## src/rtl/ctrl_pkg.sv

```systemverilog
// Shared types for the RV32I pipeline hazard controller.
// Holds the memory FSM state encoding, the default RAM timeout and the stage-control bundle.
// Pure declarations; no latency, no backpressure.
package ctrl_pkg;

    typedef enum logic [1:0] {
        IDLE = 2'd0,
        WAIT = 2'd1,
        ERR  = 2'd2
    } mem_state_t;

    localparam int RAM_TIMEOUT_DEF = 16;

    typedef struct packed {
        logic pc_stall;
        logic if_id_stall;
        logic id_ex_stall;
        logic ex_mem_stall;
        logic if_id_flush;
        logic id_ex_flush;
    } stage_ctl_t;

endpackage

```

## src/rtl/hazard_ctrl_if.sv

```systemverilog
// Pipeline-side signal bundle of the hazard controller (decoder/pipe flags in, stage controls out).
// Wires only; no latency.
// The master side drives pipeline status, the slave side (controller) drives stall/flush/RAM request.
interface hazard_ctrl_if #(
    parameter int REG_ADDR_W = 5
);
    logic [REG_ADDR_W-1:0] id_rs1;
    logic [REG_ADDR_W-1:0] id_rs2;
    logic                  id_uses_rs1;
    logic                  id_uses_rs2;
    logic                  id_redirect;
    logic [REG_ADDR_W-1:0] ex_rd;
    logic                  ex_ram_read;
    logic                  mem_access;
    logic                  ram_ack;
    logic                  ram_req;
    logic                  pc_stall;
    logic                  if_id_stall;
    logic                  id_ex_stall;
    logic                  ex_mem_stall;
    logic                  if_id_flush;
    logic                  id_ex_flush;
    logic                  bus_err;

    modport master (
        output id_rs1, id_rs2, id_uses_rs1, id_uses_rs2, id_redirect,
        output ex_rd, ex_ram_read, mem_access, ram_ack,
        input  ram_req, pc_stall, if_id_stall, id_ex_stall, ex_mem_stall,
        input  if_id_flush, id_ex_flush, bus_err
    );

    modport slave (
        input  id_rs1, id_rs2, id_uses_rs1, id_uses_rs2, id_redirect,
        input  ex_rd, ex_ram_read, mem_access, ram_ack,
        output ram_req, pc_stall, if_id_stall, id_ex_stall, ex_mem_stall,
        output if_id_flush, id_ex_flush, bus_err
    );
endinterface

```

## src/rtl/mem_handshake_fsm.sv

```systemverilog
// Data-RAM req/ack sequencer with timeout; raises mem_stall while an access is outstanding.
// ram_req/mem_stall are combinational from state and inputs; ack releases the stall in the same cycle.
// After RAM_TIMEOUT unacknowledged WAIT cycles it parks in ERR (sticky bus_err) until rst.
module mem_handshake_fsm
    import ctrl_pkg::*;
#(
    parameter int RAM_TIMEOUT = RAM_TIMEOUT_DEF
) (
    input  logic clk,
    input  logic rst,
    input  logic mem_access,
    input  logic ram_ack,
    output logic ram_req,
    output logic mem_stall,
    output logic bus_err
);
    localparam int CNT_W = (RAM_TIMEOUT > 2) ? $clog2(RAM_TIMEOUT) : 1;
    localparam logic [CNT_W-1:0] CNT_LAST = CNT_W'(RAM_TIMEOUT - 1);

    mem_state_t       state, state_nxt;
    logic [CNT_W-1:0] cnt, cnt_nxt;

    always_ff @(posedge clk or posedge rst) begin
        if (rst) begin
            state <= IDLE;
            cnt   <= '0;
        end else begin
            state <= state_nxt;
            cnt   <= cnt_nxt;
        end
    end

    always_comb begin
        state_nxt = state;
        cnt_nxt   = cnt;
        ram_req   = 1'b0;
        mem_stall = 1'b0;
        case (state)
            IDLE: begin
                if (mem_access) begin
                    ram_req = 1'b1;
                    if (!ram_ack) begin
                        mem_stall = 1'b1;
                        state_nxt = WAIT;
                        cnt_nxt   = '0;
                    end
                end
            end
            WAIT: begin
                ram_req = 1'b1;
                // A late ack wins over the timeout in the final WAIT cycle.
                if (ram_ack) begin
                    state_nxt = IDLE;
                    cnt_nxt   = '0;
                end else begin
                    mem_stall = 1'b1;
                    if (cnt == CNT_LAST) begin
                        state_nxt = ERR;
                    end else begin
                        cnt_nxt = cnt + CNT_W'(1);
                    end
                end
            end
            ERR: begin
                mem_stall = 1'b1;
            end
            default: begin
                state_nxt = IDLE;
            end
        endcase
        if (rst) begin
            ram_req   = 1'b0;
            mem_stall = 1'b0;
        end
    end

    assign bus_err = (state == ERR);

endmodule

```

## src/rtl/hazard_ctrl.sv

```systemverilog
// RV32I 5-stage hazard controller: memory-wait stalls, load-use bubble, redirect flushes.
// All stage controls are combinational (zero latency); redirects seen during a stall are held and flushed on release.
// Priority: memory stall/ERR, then redirect (incl. pending), then load-use. HAZARD_CTRL_PERF_EN adds perf counters.
module hazard_ctrl
    import ctrl_pkg::*;
#(
    parameter int RAM_TIMEOUT = RAM_TIMEOUT_DEF,
    parameter int REG_ADDR_W  = 5
) (
    input  logic          clk,
    input  logic          rst,
    hazard_ctrl_if.slave  bus
`ifdef HAZARD_CTRL_PERF_EN
    ,
    output logic [31:0]   perf_stall_cycles,
    output logic [31:0]   perf_flush_count
`endif
);
    logic                  mem_stall;
    logic                  pend_redirect;
    logic                  lu;
    logic                  redirect_now;
    logic [REG_ADDR_W-1:0] ex_rd;
    stage_ctl_t            ctl;

    mem_handshake_fsm #(
        .RAM_TIMEOUT (RAM_TIMEOUT)
    ) u_mem_fsm (
        .clk        (clk),
        .rst        (rst),
        .mem_access (bus.mem_access),
        .ram_ack    (bus.ram_ack),
        .ram_req    (bus.ram_req),
        .mem_stall  (mem_stall),
        .bus_err    (bus.bus_err)
    );

    assign ex_rd = bus.ex_rd;
    assign lu = bus.ex_ram_read && (ex_rd != '0) &&
                ((bus.id_uses_rs1 && (bus.id_rs1 == ex_rd)) ||
                 (bus.id_uses_rs2 && (bus.id_rs2 == ex_rd)));
    assign redirect_now = bus.id_redirect || pend_redirect;

    // A redirect arriving while frozen must survive until the pipe moves again.
    always_ff @(posedge clk or posedge rst) begin
        if (rst) begin
            pend_redirect <= 1'b0;
        end else if (mem_stall) begin
            pend_redirect <= pend_redirect || bus.id_redirect;
        end else begin
            pend_redirect <= 1'b0;
        end
    end

    always_comb begin
        ctl = '0;
        if (rst) begin
            ctl = '0;
        end else if (mem_stall) begin
            ctl.pc_stall     = 1'b1;
            ctl.if_id_stall  = 1'b1;
            ctl.id_ex_stall  = 1'b1;
            ctl.ex_mem_stall = 1'b1;
        end else if (redirect_now) begin
            ctl.if_id_flush = 1'b1;
            ctl.id_ex_flush = lu;
        end else if (lu) begin
            ctl.pc_stall    = 1'b1;
            ctl.if_id_stall = 1'b1;
            ctl.id_ex_flush = 1'b1;
        end
    end

    assign bus.pc_stall     = ctl.pc_stall;
    assign bus.if_id_stall  = ctl.if_id_stall;
    assign bus.id_ex_stall  = ctl.id_ex_stall;
    assign bus.ex_mem_stall = ctl.ex_mem_stall;
    assign bus.if_id_flush  = ctl.if_id_flush;
    assign bus.id_ex_flush  = ctl.id_ex_flush;

`ifdef HAZARD_CTRL_PERF_EN
    always_ff @(posedge clk or posedge rst) begin
        if (rst) begin
            perf_stall_cycles <= '0;
            perf_flush_count  <= '0;
        end else begin
            if (ctl.pc_stall)    perf_stall_cycles <= perf_stall_cycles + 32'd1;
            if (ctl.if_id_flush) perf_flush_count  <= perf_flush_count + 32'd1;
        end
    end
`endif

endmodule

```

## src/flat_wrapper.sv

```systemverilog
// flat-port wrapper written by rule: the top's interface ports become plain ports
module hazard_ctrl_flat import ctrl_pkg::*;
#(
    parameter int RAM_TIMEOUT = RAM_TIMEOUT_DEF,
    parameter int REG_ADDR_W  = 5
)
  (clk, rst, bus_id_rs1, bus_id_rs2, bus_id_uses_rs1, bus_id_uses_rs2, bus_id_redirect, bus_ex_rd, bus_ex_ram_read, bus_mem_access, bus_ram_ack, bus_ram_req, bus_pc_stall, bus_if_id_stall, bus_id_ex_stall, bus_ex_mem_stall, bus_if_id_flush, bus_id_ex_flush, bus_bus_err);
  hazard_ctrl_if #(.REG_ADDR_W(REG_ADDR_W)) bus_i ();
  input  logic clk;
  input  logic rst;
  input wire logic [$bits(bus_i.id_rs1)-1:0] bus_id_rs1;
  input wire logic [$bits(bus_i.id_rs2)-1:0] bus_id_rs2;
  input wire logic [$bits(bus_i.id_uses_rs1)-1:0] bus_id_uses_rs1;
  input wire logic [$bits(bus_i.id_uses_rs2)-1:0] bus_id_uses_rs2;
  input wire logic [$bits(bus_i.id_redirect)-1:0] bus_id_redirect;
  input wire logic [$bits(bus_i.ex_rd)-1:0] bus_ex_rd;
  input wire logic [$bits(bus_i.ex_ram_read)-1:0] bus_ex_ram_read;
  input wire logic [$bits(bus_i.mem_access)-1:0] bus_mem_access;
  input wire logic [$bits(bus_i.ram_ack)-1:0] bus_ram_ack;
  output wire logic [$bits(bus_i.ram_req)-1:0] bus_ram_req;
  output wire logic [$bits(bus_i.pc_stall)-1:0] bus_pc_stall;
  output wire logic [$bits(bus_i.if_id_stall)-1:0] bus_if_id_stall;
  output wire logic [$bits(bus_i.id_ex_stall)-1:0] bus_id_ex_stall;
  output wire logic [$bits(bus_i.ex_mem_stall)-1:0] bus_ex_mem_stall;
  output wire logic [$bits(bus_i.if_id_flush)-1:0] bus_if_id_flush;
  output wire logic [$bits(bus_i.id_ex_flush)-1:0] bus_id_ex_flush;
  output wire logic [$bits(bus_i.bus_err)-1:0] bus_bus_err;
  assign bus_i.id_rs1 = bus_id_rs1;
  assign bus_i.id_rs2 = bus_id_rs2;
  assign bus_i.id_uses_rs1 = bus_id_uses_rs1;
  assign bus_i.id_uses_rs2 = bus_id_uses_rs2;
  assign bus_i.id_redirect = bus_id_redirect;
  assign bus_i.ex_rd = bus_ex_rd;
  assign bus_i.ex_ram_read = bus_ex_ram_read;
  assign bus_i.mem_access = bus_mem_access;
  assign bus_i.ram_ack = bus_ram_ack;
  assign bus_ram_req = bus_i.ram_req;
  assign bus_pc_stall = bus_i.pc_stall;
  assign bus_if_id_stall = bus_i.if_id_stall;
  assign bus_id_ex_stall = bus_i.id_ex_stall;
  assign bus_ex_mem_stall = bus_i.ex_mem_stall;
  assign bus_if_id_flush = bus_i.if_id_flush;
  assign bus_id_ex_flush = bus_i.id_ex_flush;
  assign bus_bus_err = bus_i.bus_err;
  hazard_ctrl #(.RAM_TIMEOUT(RAM_TIMEOUT), .REG_ADDR_W(REG_ADDR_W)) u_core (.clk(clk), .rst(rst), .bus(bus_i));
endmodule
```

## config.mk

```make
export PLATFORM = sky130hd
export DESIGN_NAME = hazard_ctrl_flat
export DESIGN_NICKNAME = d
export VERILOG_FILES = /design/src/rtl/ctrl_pkg.sv /design/src/rtl/hazard_ctrl_if.sv /design/src/rtl/mem_handshake_fsm.sv /design/src/rtl/hazard_ctrl.sv /design/src/flat_wrapper.sv
export SDC_FILE = /design/constraint.sdc
export NUM_CORES = 1
export LEC_CHECK = 0
export CAP_MARGIN = 5
export CORE_UTILIZATION = 37
export DETAILED_ROUTE_END_ITERATION = 10
export PLACE_DENSITY = 0.75
export SETUP_SLACK_MARGIN = 0.3
export SLEW_MARGIN = 0
export SYNTH_ARGS = -nofsm -noshare
export SYNTH_HDL_FRONTEND = slang
export SYNTH_SLANG_ARGS = --single-unit
```

## constraint.sdc

```tcl
create_clock -name clk -period 1.6 [get_ports clk]
set_clock_uncertainty 0.05 [all_clocks]
set_input_delay 0.24 -clock clk [delete_from_list [all_inputs] [get_ports clk]]
set_output_delay 0.24 -clock clk [all_outputs]
set_load 0.01 [all_outputs]
```

* Yosys cells after proc, flatten, opt, wreduce, memory -nomap -nowiden
Cells that the tools add are included.
Operators by class: add/sub/neg operators 1, equality and inequality tests 9, mux-type cells 27, bitwise gates (word level) 1, reductions and logical operators 11
Operator list (number):
- two-way mux 2 bit | 9
- two-way mux 4 bit | 4
- == test 5 bit | 2
- two-way mux 1 bit | 9
- case mux 4 bit (2 select lines) | 1
- AND reduction 4 bit | 2
- two-way mux 6 bit | 1
- inequality test 3 bit, second input constant | 2
- case mux 2 bit (3 select lines) | 1
- nonzero test 5 bit | 1
- adder 4 x 1 -> 4 bit, second input constant | 1
- == test 4 bit, second input constant | 1
- logical AND 1 bit | 4
- inequality test 2 bit, second input constant | 2
- case mux 1 bit (3 select lines) | 1
- == test 2 x 1 -> 1 bit, second input constant | 1
- == test 2 bit, second input constant | 1
- logical NOT 2 bit | 1
- logical OR 1 bit | 2
- case mux 1 bit (2 select lines) | 1
- nonzero test 2 bit | 1
- NOT 1 bit | 1
Storage, ports and cells: register bits after elaboration 7, input port bits 23

* Longest topological paths before layout
depth in word-level cells 8, gate-level depth with buffers 6

* Cells and area by module
From an unflattened synthesis, not the netlist that was laid out.
Unflattened totals: cells, all modules 66, area total of the unflattened synthesis 561.8 um^2
Modules (own cells, without submodules):
- mem_handshake_fsm | instances 1, cells each 38, area an instance 350.3 um^2, sequential area each 150.1 um^2
- hazard_ctrl | instances 1, cells each 28, area an instance 211.5 um^2, sequential area each 25.0 um^2

* Worst setup path after synthesis
Ideal clock, no wire load.
path kind reg2out, from register u_core.u_mem_fsm.state[0], to output bus_pc_stall, arrival 1265 ps, slack 45 ps, stages on the path, launching flop included 6, path buffers 1, cell sequence dfrtp_1 > nor2_1 > o31ai_4 > and2_4 > a31o_1 > buf_4
On the way: word-level cells in the longest chain between the ends 5, elaborated cells on any way between the ends 7
RTL lines:
- start, declared | RTL line mem_handshake_fsm.sv:20 | mem_state_t state, state_nxt;
- start signal, assigned | RTL line mem_handshake_fsm.sv:28 | state <= state_nxt;
- == test 2 bit (tied with other cells) | RTL line mem_handshake_fsm.sv:38 | case (state)
- case mux 1 bit (3 select lines) * | RTL line mem_handshake_fsm.sv:38
- two-way mux 1 bit * | RTL line mem_handshake_fsm.sv:71 | if (rst) begin
- two-way mux 2 bit * | RTL line hazard_ctrl.sv:59 | end else if (mem_stall) begin
- two-way mux 6 bit * | RTL line hazard_ctrl.sv:57 | if (rst) begin
- end, declared | RTL line flat_wrapper.sv:21 | output wire logic [$bits(bus_i.pc_stall)-1:0] bus_pc_stall;
Mark *: on every way between the ends. The rest lies on a longest branch, timed or not.

* Final worst setup path
from register u_core.u_mem_fsm.state[0], to output bus_if_id_stall
On the way: word-level cells in the longest chain between the ends 5, elaborated cells on any way between the ends 7
RTL lines:
- == test 2 bit (tied with other cells) | RTL line mem_handshake_fsm.sv:38
- case mux 1 bit (3 select lines) * | RTL line mem_handshake_fsm.sv:38
- two-way mux 1 bit * | RTL line mem_handshake_fsm.sv:71
- two-way mux 2 bit * | RTL line hazard_ctrl.sv:59
- two-way mux 6 bit * | RTL line hazard_ctrl.sv:57
- end, declared | RTL line flat_wrapper.sv:22 | output wire logic [$bits(bus_i.if_id_stall)-1:0] bus_if_id_stall;
Marks and branches as above.

==> metrics.txt <==
Final Max Tran Viols=0; synth-to-layout area growth=98.69%; Cell Rows=13; Post-Synth Adder-Cell Area=0.02188; Reg2Reg Launch Point=u_core.u_mem_fsm.state[1]$_DFFE_PP0P_; multiplexer share of the synthesized area=0; Power Density=about 540 mW/mm²; Setup Viol. Count Final=6; simple-gate area share of the yosys netlist=0.2341; ranking of synthesized cells by area=dfrtp_1, xnor2_1, nand2_1, o21ai_0, o31ai_4; post-synthesis compound-gate area fraction=0.2232; largest area contributor in the netlist=dfrtp_1; period utilization=1.095; sequential-to-total area share from yosys stat=0.3063; EDFF count, synth=0; Syn Inst Count=67; initial antenna violation count=0; Synth Register Bits=7; GRT Total Usage=0.2764; GR Overflow Total=0; top cell type's share of synthesized area=0.3063; hpwl dp=about 1400 µm; largest net degree at the start of global routing=7; Crit. End Element=primary output; H-tree depth=1; core area=0.001366 mm²; Net Sw Frac=0.3013; Placed Cells=119; cell area after layout=around 0.0011 mm²; Via Count=roughly 740; Avg WL per Cell=about 19 µm; status=finished with violations; RD Place Congestion=between 0.7 and 0.8; Pint=roughly 0.00043 W; Tmin final=roughly 1800 ps; Starting Density=0.4185; setup ws final=-151.7 ps; fmax=roughly 0.57 GHz; die span in x=41.31 µm; Least-Margin Pin Slew=316.2 ps; clock group share of total power=0.260; DRC violations left=0; first-pass GRT wire length=roughly 3000 µm; Cell Area, Synth=571.8 µm²; Fin Setup TNS=-707.4 ps; Area after DPL=~970 µm²; I/O pin cnt=31; DRT iter0 DRCs=32; PortBufs=30; Top FF cell, synth=dfrtp_1; combinational family with the most area after synthesis=simple AND/OR/NAND/NOR gates; Final Net Count=142; maximum fanout along the worst path=3; fraction of registers with async set/reset=1.000; syn_nets=91; Post-Route WL=2464 µm; DR pass1 iterations=4; Synth Area in XOR/XNOR=0.1532; worst endpoint required time=between 1000 and 1500 ps; clk slew on worst S/H paths=approximately 50 ps; CTS sink cnt=7; Antenna Cells=0; worst-case clock buffer depth=2; leakage power=~0.5 nW; vias in the first global route=between 600 and 700; CTS tree=done; CP Class=flip-flop to primary output; RSZ-0062 raised after global routing=true; total CTS buffers=3; fin cells=about 130; Worst Path Arrival=around 1500 ps; Sequential Power Share=0.334; combinational power share=0.406; violated checks=negative setup slack; Post-synth top cells=xnor2_1, dfrtp_1, nand2_1, nor2_1, o21ai_0; Setup crit start=u_core.u_mem_fsm.state[0]$_DFFE_PP0P_; number of hold violations in the final report=0; Syn. warnings=0; most frequent cell after synthesis=xnor2_1; startpoint types=flip-flop; synthesized area per cell=around 8.5 µm²; vias per cell=5.568; clock root cell=clkbuf_4; Routed Antenna Nets=0; DIE AREA=0.001707 mm²; Max-Cap Viols=0; Net Switching=around 0.00018 W; Distinct cells, synth=28; Hold WC Path Type=input port to async pin; worst skew pair latency=between 200 and 300 ps; DIE HEIGHT=about 41 µm; Peak supply drop=0.0005608 V; share of cells above drive strength 1=0.4188; slew margin rel.=0.7876
## logic make-up (layout without fill, tap and decap cells)
logic type | after synthesis | in the layout
AO/OA/AOI/OAI | 17 | 17
XOR/XNOR | 10 | 10
adder cells (fa/ha/maj) | 1 | 1
buffers and inverters | 7 | 57
flip-flops | 7 | 7
AND/OR/NAND/NOR | 25 | 25
## layout make-up
type / count / area (µm²)
tap: 15 / 18.77
timing repair buffer: 49 / 412.9
fill: 91 / 230.2
sequential: 7 / 178.9
multi-input combinational: 53 / 484.2
inverter: 4 / 15.01
clock buffer: 4 / 26.28
## state kept, by name (all words and copies together) (netlist names)
register / count
u_core.u_mem_fsm.state: 2
u_core.pend_redirect: 1
u_core.u_mem_fsm.cnt: 4
## critical path, cell delays in order (launching register included)
cell and delay (ps):
dfrtp_1 380, buf_4 130, nand2b_4 140, o31ai_4 80
and2_4 150, a31o_4 220, buf_6 120
## placed cells by master (no fill, tap or decap), drive strengths merged
cell and instances:
a2111oi 1, a21oi 2, a22oi 1, a31o 1, a32o 1, a41oi 1, and2 1, and3b 1
buf 27, clkbuf 4, clkdlybuf4s50 6, dfrtp 7, dlygate4sd2 16, ha 1, inv 4, nand2 7
nand2b 2, nand3 1, nand4 3, nor2 5, nor2b 2, nor3 3, o21ai 6, o221ai 1
o22ai 1, o31ai 2, xnor2 10
## power groups by stage
stage          combinational, W  sequential [W]  clock, W
2_1_floorplan         0.0000827        0.000200         0
3_3_place_gp           0.000184        0.000201         0
3_5_place_dp           0.000188        0.000201         0
4_1_cts                0.000200        0.000201  0.000159
5_1_grt                0.000260        0.000204  0.000174
6_report               0.000247        0.000203  0.000159
## timing repair
item                       CTS  global route
gates resized for setup     64            14
pin swaps                   17             7
setup buffers                5             4
setup endpoints to repair   13            14
hold buffers                 0             0
## per-layer routing
layer	wire [µm]	part of all wire	track usage
met5	0	0	0
met4	52	0.021	0.08871
met3	180	0.073	0.1170
met2	1236	0.50	0.4453
met1	995	0.40	0.3301
## final timing paths
kind	to	cells past startpoint	slack [ps]
setup / recovery	bus_if_id_stall	6	-150
hold / removal	u_core.pend_redirect$_DFF_PP0_	3	390
setup reg to reg	u_core.u_mem_fsm.cnt[1]$_DFFE_PP0P_	4	280
hold reg to reg	u_core.pend_redirect$_DFF_PP0_	2	500
max in group asynchronous	u_core.u_mem_fsm.state[1]$_DFFE_PP0P_	3	1000
min in group clk	u_core.u_mem_fsm.state[0]$_DFFE_PP0P_	3	450
## per-stage QoR
| stage | utilization | hold slack (ps) | power [W] | setup slack [ps] |
|---|---|---|---|---|
| 2_1_floorplan | - | 9.513 | 0.0002825 | 136.6 |
| 3_3_place_gp | 0.7079 | 460.6 | 0.0003846 | -673.5 |
| 3_5_place_dp | 0.7079 | 473.3 | 0.0003899 | -702.6 |
| 4_1_cts | 0.7683 | 346.1 | 0.0005602 | -122.8 |
| 5_1_grt | 0.8315 | 399.6 | 0.0006384 | -191.4 |
| 6_report | 0.8315 | 391.4 | 0.0006086 | -151.7 |
Note: power is estimated with default switching activity, not from simulation.
